--- config.mk ---
export PLATFORM = sky130hd
export DESIGN_NAME = keysw_io
export DESIGN_NICKNAME = d
export VERILOG_FILES = /design/src/rtl/keysw_io.sv
export SDC_FILE = /design/constraint.sdc
export NUM_CORES = 1
export LEC_CHECK = 0
export CORE_MARGIN = 2
export CORE_UTILIZATION = 29
export DETAILED_ROUTE_END_ITERATION = 6
export RECOVER_POWER = 25
export SLEW_MARGIN = 40
export SYNTH_ARGS = -nofsm -noshare
export SYNTH_HDL_FRONTEND = slang
export SYNTH_SLANG_ARGS = --single-unit
--- constraint.sdc ---
create_clock -name clk -period 3.5 [get_ports clk]
set_input_delay 0.875 -clock clk [delete_from_list [all_inputs] [get_ports clk]]
set_output_delay 0.875 -clock clk [all_outputs]
set_load 0.01 [all_outputs]
--- src/rtl/keysw_io.sv ---
`default_nettype none
//==============================================================================
// Module  : keysw_io
// Desc    : Debounced KEY/SW memory-mapped input device with sticky status/IRQ
// Rev     : 1.0
//==============================================================================

module keysw_io_debounce #(
    parameter int W              = 4,
    parameter int DEBOUNCECYCLES = 500000,
    parameter int CNTBITS        = 20
) (
    input  logic         clk,
    input  logic         reset,
    input  logic [W-1:0] raw_i,
    output logic [W-1:0] stable_o,
    output logic         accept_o
);
    // A new value is accepted after DEBOUNCECYCLES+1 consecutive matching
    // sync2/sync2_dly compares, so stable moves DEBOUNCECYCLES+3 edges after
    // the raw change.
    localparam logic [CNTBITS-1:0] C_ACCEPT_CNT = CNTBITS'(DEBOUNCECYCLES);

    logic [W-1:0]       sync1_q;
    logic [W-1:0]       sync2_q;
    logic [W-1:0]       sync2_dly_q;
    logic [W-1:0]       stable_q;
    logic [W-1:0]       stable_d;
    logic [CNTBITS-1:0] cnt_q;
    logic [CNTBITS-1:0] cnt_d;

    always_ff @(posedge clk or posedge reset) begin
        if (reset) begin
            sync1_q     <= '0;
            sync2_q     <= '0;
            sync2_dly_q <= '0;
            stable_q    <= '0;
            cnt_q       <= '0;
        end else begin
            sync1_q     <= raw_i;
            sync2_q     <= sync1_q;
            sync2_dly_q <= sync2_q;
            stable_q    <= stable_d;
            cnt_q       <= cnt_d;
        end
    end

    always_comb begin
        stable_d = stable_q;
        cnt_d    = cnt_q;
        accept_o = 1'b0;
        if (sync2_q != sync2_dly_q) begin
            cnt_d = '0;
        end else if (sync2_q == stable_q) begin
            cnt_d = '0;
        end else if (cnt_q == C_ACCEPT_CNT) begin
            stable_d = sync2_q;
            cnt_d    = '0;
            accept_o = 1'b1;
        end else begin
            cnt_d = cnt_q + CNTBITS'(1);
        end
    end

    assign stable_o = stable_q;
endmodule

module keysw_io #(
    parameter int               DBITS          = 32,
    parameter logic [DBITS-1:0] ADDRKEY        = 32'hFFFFF080,
    parameter logic [DBITS-1:0] ADDRSW         = 32'hFFFFF090,
    parameter int               DEBOUNCECYCLES = 500000,
    parameter int               CNTBITS        = 20
) (
    input  logic             clk,
    input  logic             reset,
    input  logic [DBITS-1:0] addr,
    input  logic [DBITS-1:0] wrdata,
    input  logic             we,
    input  logic             re,
    input  logic [3:0]       KEY,
    input  logic [9:0]       SW,
    output logic [DBITS-1:0] rddata,
    output logic             sel,
    output logic             intr
);
    localparam logic [DBITS-1:0] C_KDATA = ADDRKEY;
    localparam logic [DBITS-1:0] C_KCTRL = ADDRKEY + DBITS'(4);
    localparam logic [DBITS-1:0] C_SDATA = ADDRSW;
    localparam logic [DBITS-1:0] C_SCTRL = ADDRSW + DBITS'(4);

    logic [3:0] w_key_raw;
    logic [3:0] w_key_stable;
    logic       w_key_acc;
    logic [9:0] w_sw_stable;
    logic       w_sw_acc;
    logic       w_kdata_rd, w_kctrl_wr, w_sdata_rd, w_sctrl_wr;
    logic       w_unused_wrdata;

    logic kready_q, kready_d, kovr_q, kovr_d, kie_q, kie_d;
    logic sready_q, sready_d, sovr_q, sovr_d, sie_q, sie_d;

    assign w_key_raw = ~KEY;

    keysw_io_debounce #(.W(4), .DEBOUNCECYCLES(DEBOUNCECYCLES), .CNTBITS(CNTBITS)) u_key_db (
        .clk      (clk),
        .reset    (reset),
        .raw_i    (w_key_raw),
        .stable_o (w_key_stable),
        .accept_o (w_key_acc)
    );

    keysw_io_debounce #(.W(10), .DEBOUNCECYCLES(DEBOUNCECYCLES), .CNTBITS(CNTBITS)) u_sw_db (
        .clk      (clk),
        .reset    (reset),
        .raw_i    (SW),
        .stable_o (w_sw_stable),
        .accept_o (w_sw_acc)
    );

    assign w_kdata_rd = re && (addr == C_KDATA);
    assign w_kctrl_wr = we && (addr == C_KCTRL);
    assign w_sdata_rd = re && (addr == C_SDATA);
    assign w_sctrl_wr = we && (addr == C_SCTRL);
    assign w_unused_wrdata = ^{wrdata[DBITS-1:9], wrdata[7:3], wrdata[1:0]};

    // Overrun set is applied after the write-clear so a same-cycle set wins.
    always_comb begin
        kovr_d = kovr_q;
        if (w_kctrl_wr && !wrdata[2]) kovr_d = 1'b0;
        if (w_key_acc && kready_q && !w_kdata_rd) kovr_d = 1'b1;
        kready_d = w_key_acc | (kready_q & ~w_kdata_rd);
        kie_d    = w_kctrl_wr ? wrdata[8] : kie_q;

        sovr_d = sovr_q;
        if (w_sctrl_wr && !wrdata[2]) sovr_d = 1'b0;
        if (w_sw_acc && sready_q && !w_sdata_rd) sovr_d = 1'b1;
        sready_d = w_sw_acc | (sready_q & ~w_sdata_rd);
        sie_d    = w_sctrl_wr ? wrdata[8] : sie_q;
    end

    always_ff @(posedge clk or posedge reset) begin
        if (reset) begin
            kready_q <= 1'b0;
            kovr_q   <= 1'b0;
            kie_q    <= 1'b0;
            sready_q <= 1'b0;
            sovr_q   <= 1'b0;
            sie_q    <= 1'b0;
        end else begin
            kready_q <= kready_d;
            kovr_q   <= kovr_d;
            kie_q    <= kie_d;
            sready_q <= sready_d;
            sovr_q   <= sovr_d;
            sie_q    <= sie_d;
        end
    end

    always_comb begin
        rddata = '0;
        sel    = 1'b0;
        if (addr == C_KDATA) begin
            sel         = 1'b1;
            rddata[3:0] = w_key_stable;
        end else if (addr == C_KCTRL) begin
            sel       = 1'b1;
            rddata[0] = kready_q;
            rddata[2] = kovr_q;
            rddata[8] = kie_q;
        end else if (addr == C_SDATA) begin
            sel         = 1'b1;
            rddata[9:0] = w_sw_stable;
        end else if (addr == C_SCTRL) begin
            sel       = 1'b1;
            rddata[0] = sready_q;
            rddata[2] = sovr_q;
            rddata[8] = sie_q;
        end
    end

    assign intr = (kready_q & kie_q) | (sready_q & sie_q);
endmodule
`default_nettype wire

**Yosys cells after proc, flatten, opt, wreduce, memory -nomap -nowiden**

Cells that the tools add are included.

- Add/sub/neg operators: 2
- Equal/unequal tests: 10
- Multiplexer cells: 37
- Bitwise logic cells: 14
- Reduce and logical (&&, ||, !) cells: 17

Operators with widths:

| operator | number |
|---|---|
| 32-bit == test, second input constant | 4 |
| 20-bit two-way mux | 6 |
| 20-bit by 1-bit adder with 20-bit output, second input constant | 2 |
| 20-bit by 19-bit == test with 1-bit output, second input constant | 2 |
| 1-bit two-way mux | 27 |
| 10-bit == test | 1 |
| 1-bit logical AND | 10 |
| 5-bit two-way mux | 2 |
| 10-bit inequality test | 1 |
| 6-bit two-way mux | 1 |
| 1-bit inverter | 6 |
| 3-bit AND reduction | 2 |
| 1-bit AND | 4 |
| 4-bit == test | 1 |
| 4-bit two-way mux | 1 |
| 4-bit inequality test | 1 |
| 4-bit inverter | 1 |
| 2-bit nonzero test | 2 |
| 1-bit zero test | 3 |
| 1-bit OR | 3 |

- Register bits after elaboration: 102
- Logic and storage cells: 96

**Depth between registers and ports, before layout**

Gate-level depths: netlist of run 1.

- Depth in word-level cells: 7
- Gate-level depth with buffers: 7
- Mapped depth without buffers: 6

**Modules after synthesis**

Synthesis of run 1 repeated with hierarchy kept, for this count alone.

- Cell total of the unflattened synthesis: 421
- Area total of the unflattened synthesis: 4840.9 um^2

Modules (own cells, without submodules):

| module | times used | cells an instance | area an instance (um^2) | seq. area each (um^2) |
|---|---|---|---|---|
| keysw_io_debounce (u_sw_db) | 1 | 184 | 2386.0 | 1501.4 |
| keysw_io_debounce (u_key_db) | 1 | 147 | 1655.3 | 900.9 |
| keysw_io | 1 | 90 | 799.5 | 150.1 |

**Worst setup path after synthesis of run 1**

OpenSTA, ideal clock, no wires.

- Kind: input -> output
- Start point: in addr[9]
- End point: out rddata[4]
- Arrival: 2211 ps
- Data required time: 2625 ps
- Setup slack: 414 ps
- Cell stages on the path: 6
- Path through: or4b_1 nor3_2 nand3_1 buf_2 nor2_1 and2_1

- Cells in the longest elaborated chain, start to end: 4
- Elaborated cells between the ends (all ways): 6
- Those cells by class: eq/ne (3); mux (3)

Ends and longest elaborated chain:

| item | RTL line | source |
|---|---|---|
| start, declared | 77 | `input logic [DBITS-1:0] addr,` |
| 32-bit == test | 171 | `end else if (addr == C_SDATA) begin` |
| 5-bit two-way mux | 171 |  |
| 5-bit two-way mux | 166 | `end else if (addr == C_KCTRL) begin` |
| 6-bit two-way mux * | 163 | `if (addr == C_KDATA) begin` |
| end, declared | 83 | `output logic [DBITS-1:0] rddata,` |

Mark *: on every way between the ends. The rest lies on a longest branch, timed or not.

**Worst setup path in the final report of run 1**

- Start point: in addr[24]
- End point: out rddata[0]

- Cells in the longest elaborated chain, start to end: 5
- Elaborated cells between the ends (all ways): 8
- Those cells by class: eq/ne (4); mux (4)

Ends and longest elaborated chain:

| item | RTL line | source |
|---|---|---|
| 32-bit == test | 174 | `end else if (addr == C_SCTRL) begin` |
| 1-bit two-way mux | 174 |  |
| 1-bit two-way mux | 171 |  |
| 1-bit two-way mux | 166 |  |
| 4-bit two-way mux * | 163 |  |

Marked as above.

==> summary.txt, run 1 <==
GRT
  – Initial antenna violation count: 0
  – Vias in the first global route: 2979
  – GRT Util Overall: 0.104
  – First-pass GRT wire length: 14.0 mm
  – Gr ovfl total: 0
  – Pin count of the biggest net entering global routing: 37

Power
  – Internal Power: 1790 uW
  – Switching power: 521 uW
  – Clock power share: 0.410
  – Max IR drop VDD: 0.206 mV
  – PwrDens: 396 nW/um^2
  – Reg power frac: 0.530
  – Combinational power share: 0.060
  – Leak: 0.00253 uW
  – Sw frac: 0.226

Run status
  – Status: finished clean

Route
  – Initial DRT Pass Iterations: 4
  – Final antenna-violating net count: 0
  – DRT Wirelength: 8.60 mm
  – WL/cell: 12.4 um
  – Via/cell ratio: 4.29
  – Via Count: 2985
  – Initial drt markers: 148
  – Detailed-route DRC error count: 0

CTS
  – CTS tree: built
  – Num CTS Buffers: 9
  – Maximum clock insertion buffer count: 2
  – CTS Sinks: 102
  – Root buf cell: clkbuf_16
  – Number of H-tree levels: 3
  – Clk_lat worst skew: 340 ps
  – Clk slew on worst S/H paths: 70 ps

Synth
  – Cells after Synth: 398
  – Count leader, synth: dfrtp_1
  – Synth top area cells: dfrtp_1, xor2_1, xnor2_1
  – Asr flop ratio synth: 1.00
  – Post-synth EDFFs: 0
  – Sequential area share after synthesis: 0.556
  – Syn Std Cell Area: 4590 um^2
  – Flops & latches, synth: 102
  – Mean Syn Cell Area: 11.5 um^2
  – Leading register cell type out of synthesis: dfrtp_1
  – Area leader, netlist: dfrtp_1
  – Top cells by count, synth: dfrtp_1, nor2_1, xor2_1, xnor2_1, buf_4
  – Synth top area share: 0.556
  – Synth unique cells: 40
  – Yosys warns: 0

Critical path
  – Critical Path Source Type: primary input
  – Critical Path RT: 2620 ps
  – Reg2Reg Setup Slack: 930 ps
  – CP cell instances: clkdlybuf4s50_1 -> nand4_1 -> nor4_2 -> nand3_2 -> buf_6 -> buf_6 -> nor2b_1 -> buf_2
  – Slowest CP cell: clkdlybuf4s50_1
  – CP endpoint kind: output pin
  – Worst Path Buf+Inv: 4
  – CP max stage delay: 480 ps
  – Critical Path AT: 2510 ps
  – CP Max Fanout: 6
  – Family with the most delay on the worst path: buffers and inverters
  – Crit-path most repeated cell: buf_6
  – WS Path Type: in2out

Floorplan
  – Die width: 130 um
  – Starting density of the core: 0.293
  – Top Ports: 116
  – Die ar.: 16900 um^2
  – Core area: 15700 um^2
  – Row count: 46
  – Die height: 130 um

Run
  – Max Cap Viol: 0

STA
  – Final hold vios: 0
  – Worst slew pin tran: 985 ps
  – Final min period: 3380 ps
  – Max Slew Vio Count: 0
  – RSZ-0062 raised after global routing: false
  – Setup Skew: 6.13 ps
  – Final period utilization: 0.967
  – Hold WS: 347 ps
  – Slew margin rel.: 0.340
  – FMAX: 296 MHz
  – Setup_tns: 0 ps
  – Final setup violating endpoints: 0

Place
  – HPWL after DPL: 6.37 mm
  – GPL Wtd Cong: 0.803
  – Buffers on Ports: 63

Min path
  – Hold/Removal Path Class: reg2reg

Final layout
  – Post-layout net count: 560
  – Share of layout cells above drive strength 1: 0.152
  – Area Overhead vs Synth: 26.9%
  – Antenna cells: 0
[worst reg2reg max path, cell delays in order (launching register included)]
cell and delay (ps):
dfrtp_1 420, inv_1 70, ha_1 140, or4b_1 450, nor4_1 320, nand3_1 560, mux2_4 490
[routing by layer]
layer	wire length, um	up-vias	global-route usage
met5	0	-	0
met4	112	0	0.0417
met3	555	13	0.0226
met2	3920	80	0.165
met1	4010	1436	0.139
li1	-	1456	-
[layout by cell type (no fill, tap or decap), types with 8 or more instances in the layout]
cell and count:
dfrtp_1 102, nor2_1 41, xor2_1 38, clkdlybuf4s50_1 33, xnor2_1 24, conb_1 22, nand2_1 18, nand3_1 16
nand4_1 15, dlygate4sd3_1 15, inv_1 12, mux2_2 9, clkbuf_16 9, nor4_1 8, and3_1 8, mux2_4 8
buf_6 8
[repair_timing]
item                       CTS  global route
setup endpoints to repair   11            11
hold buffers                 0             0
pin swaps                    3             2
buffers inserted             3             0
resized for setup           60             5
[flip-flops by register name (all words and copies together), names as in the netlist, 10 cells and up]
register             cells
u_sw_db.stable_o        10
u_key_db.cnt_q          20
u_sw_db.sync2_q         10
u_sw_db.sync1_q         10
u_sw_db.sync2_dly_q     10
u_sw_db.cnt_q           20
[metrics by stage]
step / power, uW / utilization / worst slack [ps] / cells / area (um^2)
after detailed placement: 1390 / 0.350 / -580 / 676 / 5480
after floorplan: 1320 / - / 414 / 419 / 4680
final: 2310 / 0.372 / 116 / 695 / 5830
after CTS: 2340 / 0.371 / -6.20 / 695 / 5810
after global placement: 1380 / 0.348 / -559 / 675 / 5450
after global routing: 2400 / 0.372 / 49.2 / 695 / 5830
[path summary, 6_finish.rpt]
path / start / to / depth (start not counted)
setup / recovery: addr[24] / rddata[0] / 8
hold / removal: u_sw_db.sync1_q[1] / u_sw_db.sync2_q[1] / 0
setup reg to reg: u_sw_db.cnt_q[0] / u_sw_db.stable_o[2] / 6
hold reg to reg: u_sw_db.sync1_q[1] / u_sw_db.sync2_q[1] / 0
max in group asynchronous: reset / u_sw_db.sync2_dly_q[5] / 3
min in group asynchronous: reset / u_key_db.cnt_q[1] / 2
[kinds of logic (layout without fill, tap and decap cells)]
kind of cell    after synthesis  count (layout)  synth area share
xor+xnor                     62              62             0.118
mux                          21              21            0.0624
buf+inv                      44             104            0.0564
flops                       102             102             0.556
simple gates                151             151             0.177
other cells                   1              22          0.000816
fa+ha+maj                     4               4            0.0109
compound gates               13              13            0.0188
[power by group through the flow]
stage          Combinational, uW  Sequential (uW)  Clock (uW)
6_report                     139             1220         945
5_1_grt                      157             1230        1020
4_1_cts                      146             1220         975
3_5_place_dp                 145             1250           0
3_3_place_gp                 140             1250           0
2_1_floorplan               81.2             1240           0
[cell type report]
class | count | area (um^2)
flip-flops and latches | 102 | 2550
clock inverters | 6 | 45.0
multi-input cells | 273 | 1910
inverters | 13 | 50.0
well taps | 216 | 270
fillers | 1520 | 9820
repair buffers | 75 | 759
clock buffers | 10 | 239
No activity file was read; power rests on OpenSTA's default activity.
==> inputs of run 2 (changes only) <==
--- a/config.mk
+++ b/config.mk
@@ -7,8 +7,10 @@
 export LEC_CHECK = 0
 export CORE_MARGIN = 2
 export CORE_UTILIZATION = 29
+export CTS_BUF_LIST = sky130_fd_sc_hd__clkbuf_8
 export DETAILED_ROUTE_END_ITERATION = 6
 export RECOVER_POWER = 25
+export SETUP_SLACK_MARGIN = 0.4
 export SLEW_MARGIN = 40
 export SYNTH_ARGS = -nofsm -noshare
 export SYNTH_HDL_FRONTEND = slang
==> run 2 against run 1 <==
Critical path depth did not move; worst setup slack improved by 180 ps; first-iteration DRC count fell by 2.0%; total power fell by 11%; critical path type unchanged; die area did not move; routed wire length rose by 1.3%; clock-buffer cell count did not move; sequential cell count did not move; register-to-register slack barely moved; highest routed layer unchanged; clock skew rose by 1.6 ps; critical endpoint unchanged; combinational power barely moved.
==> summary.txt, run 2 (synthesized netlist as in run 1, its figures left out) <==
Route
  – Via/cell ratio: 4.35 (+1.3%)
  – WL/cell: 12.5 um (+0.88%)
  – Detailed-route DRC error count: 0 (unchanged)
  – Final antenna-violating net count: 0 (unchanged)
  – DRT Wirelength: 8.71 mm (+1.3%)
  – Via Count: 3036 (+1.7%)
  – Initial DRT Pass Iterations: 4 (unchanged)
  – Initial drt markers: 145 (-2.0%)

Power
  – Reg power frac: 0.598 (+0.068)
  – Clock power share: 0.335 (-0.075)
  – Leak: 0.00256 uW (+0.97%)
  – Post-layout total power: 2040 uW (-11%)
  – Max IR drop VDD: 0.171 mV (-17%)
  – Internal Power: 1560 uW (-13%)
  – Switching power: 488 uW (-6.3%)
  – Sw frac: 0.239 (+0.0130)
  – Combinational power share: 0.067 (+0.007)
  – PwrDens: 353 nW/um^2 (-11%)

Final layout
  – Cell Count, Final, Fillers Out: 698 (+0.43%)
  – Antenna cells: 0 (unchanged)
  – Area Overhead vs Synth: 25.9%
  – Share of layout cells above drive strength 1: 0.180 (+0.0281)
  – Commonest non-fill, non-tap cell in the layout: dfrtp_1
  – Post-layout net count: 563 (+0.54%)
  – Commonest cells after routing, fill and taps aside: dfrtp_1, nor2_1, xor2_1
  – Largest regs: u_key_db.cnt_q (20), u_sw_db.cnt_q (20)

Floorplan
  – Die height: 130 um (unchanged)
  – Core area: 15700 um^2 (unchanged)
  – Row count: 46 (unchanged)
  – Starting density of the core: 0.293 (unchanged)
  – Top Ports: 116 (unchanged)
  – Die ar.: 16900 um^2 (unchanged)
  – Die width: 130 um (unchanged)

CTS
  – Maximum clock insertion buffer count: 2 (unchanged)
  – CTS Sinks: 102 (unchanged)
  – Clk slew on worst S/H paths: 90 ps (+20 ps)
  – CTS tree: built
  – Number of H-tree levels: 3 (unchanged)
  – Root buf cell: clkbuf_8
  – Clk_lat worst skew: 360 ps (+20 ps)
  – Num CTS Buffers: 9 (unchanged)

STA
  – Worst slew pin tran: 985 ps (+0.160 ps)
  – Hold WS: 350 ps (+2.84 ps)
  – Setup Skew: 7.76 ps (+1.63 ps)
  – Max Slew Vio Count: 0 (unchanged)
  – Slew margin rel.: 0.340 (about the same)
  – Final setup violating endpoints: 0 (unchanged)
  – Final min period: 3200 ps (-185 ps)
  – Final hold vios: 0 (unchanged)
  – Worst Slack Setup Final: 301 ps (+185 ps)
  – Final period utilization: 0.914 (-0.0528)
  – FMAX: 313 MHz (+5.8%)
  – RSZ-0062 raised after global routing: true

Run
  – Max Cap Viol: 0 (unchanged)

Min path
  – Hold/Removal Path Class: reg2reg

Place
  – Buffers on Ports: 63 (unchanged)
  – GPL Wtd Cong: 0.803 (unchanged)
  – Dpl cells: 676 (unchanged)
  – Pre-CTS setup slack: -580 ps (unchanged)
  – HPWL after DPL: 6.37 mm (unchanged)

GRT
  – Gr ovfl total: 0 (unchanged)
  – Initial antenna violation count: 0 (unchanged)
  – GRT Util Overall: 0.105 (+0.000876)
  – Vias in the first global route: 3008 (+0.97%)
  – Pin count of the biggest net entering global routing: 37 (unchanged)
  – First-pass GRT wire length: 14.1 mm (+0.74%)

Run status
  – Status: finished clean

Critical path
  – Critical Path Source Type: primary input
  – WS Path Type: in2out
  – Critical Path RT: 2620 ps (about the same)
  – CP endpoint kind: output pin
  – Critical Path AT: 2320 ps (-190 ps)
  – CP Max Fanout: 6 (unchanged)
[run 2: critical path: stages]
cell and delay [ps]:
buf_6 90, or4b_4 540, nor3_4 180, nand3_2 120, buf_6 160, buf_6 110, nor2b_1 110, buf_2 140
[run 2: repair_timing]
item / CTS / global route
endpoints found under the setup margin: 11 / 11
hold buffers: 0 / 0
setup buffers: 5 / 1
pin swaps: 11 / 1
resized for setup: 102 / 7
[run 2: path summary, 6_finish.rpt]
path | from | to | slack [ps] | depth (start not counted)
max | addr[10] | rddata[0] | 300 | 8
min | u_sw_db.sync1_q[1] | u_sw_db.sync2_q[1] | 350 | 0
max reg2reg | u_sw_db.cnt_q[0] | u_sw_db.stable_o[2] | 930 | 6
min reg2reg | u_sw_db.sync1_q[1] | u_sw_db.sync2_q[1] | 350 | 0
max in group asynchronous | reset | u_sw_db.stable_o[2] | 1720 | 3
min in group asynchronous | reset | u_key_db.cnt_q[1] | 1140 | 2
[run 2: metrics by stage]
stage | instance area (um^2) | utilization | setup TNS, ps
3_5_place_dp | 5480 | 0.350 | -5450
6_report | 5790 | 0.370 | 0
3_3_place_gp | 5450 | 0.348 | -5310
4_1_cts | 5760 | 0.368 | 0
2_1_floorplan | 4680 | - | 0
5_1_grt | 5790 | 0.370 | 0
[run 2: power groups by stage]
stage | registers (uW) | clock network (uW) | logic, uW
global route | 1230 | 766 | 155
global placement | 1250 | 0 | 140
finish | 1220 | 685 | 138
CTS | 1220 | 717 | 144
detailed placement | 1250 | 0 | 145
floorplan | 1240 | 0 | 81.2
[run 2: routing by layer]
metal	track usage	part of all wire	vias to the layer above
met2	0.168	0.47	77
li1	-	-	1463
met5	0	0	-
met4	0.0323	0.0085	0
met3	0.0279	0.059	6
met1	0.140	0.46	1490
[run 2: cell type report]
class | instances | area, um^2
clock buffer | 10 | 138
clock inverter | 6 | 45.0
fill | 1527 | 9870
inverter | 13 | 50.0
multi-input combinational | 273 | 1980
sequential | 102 | 2550
tap | 216 | 270
timing repair buffer | 78 | 752
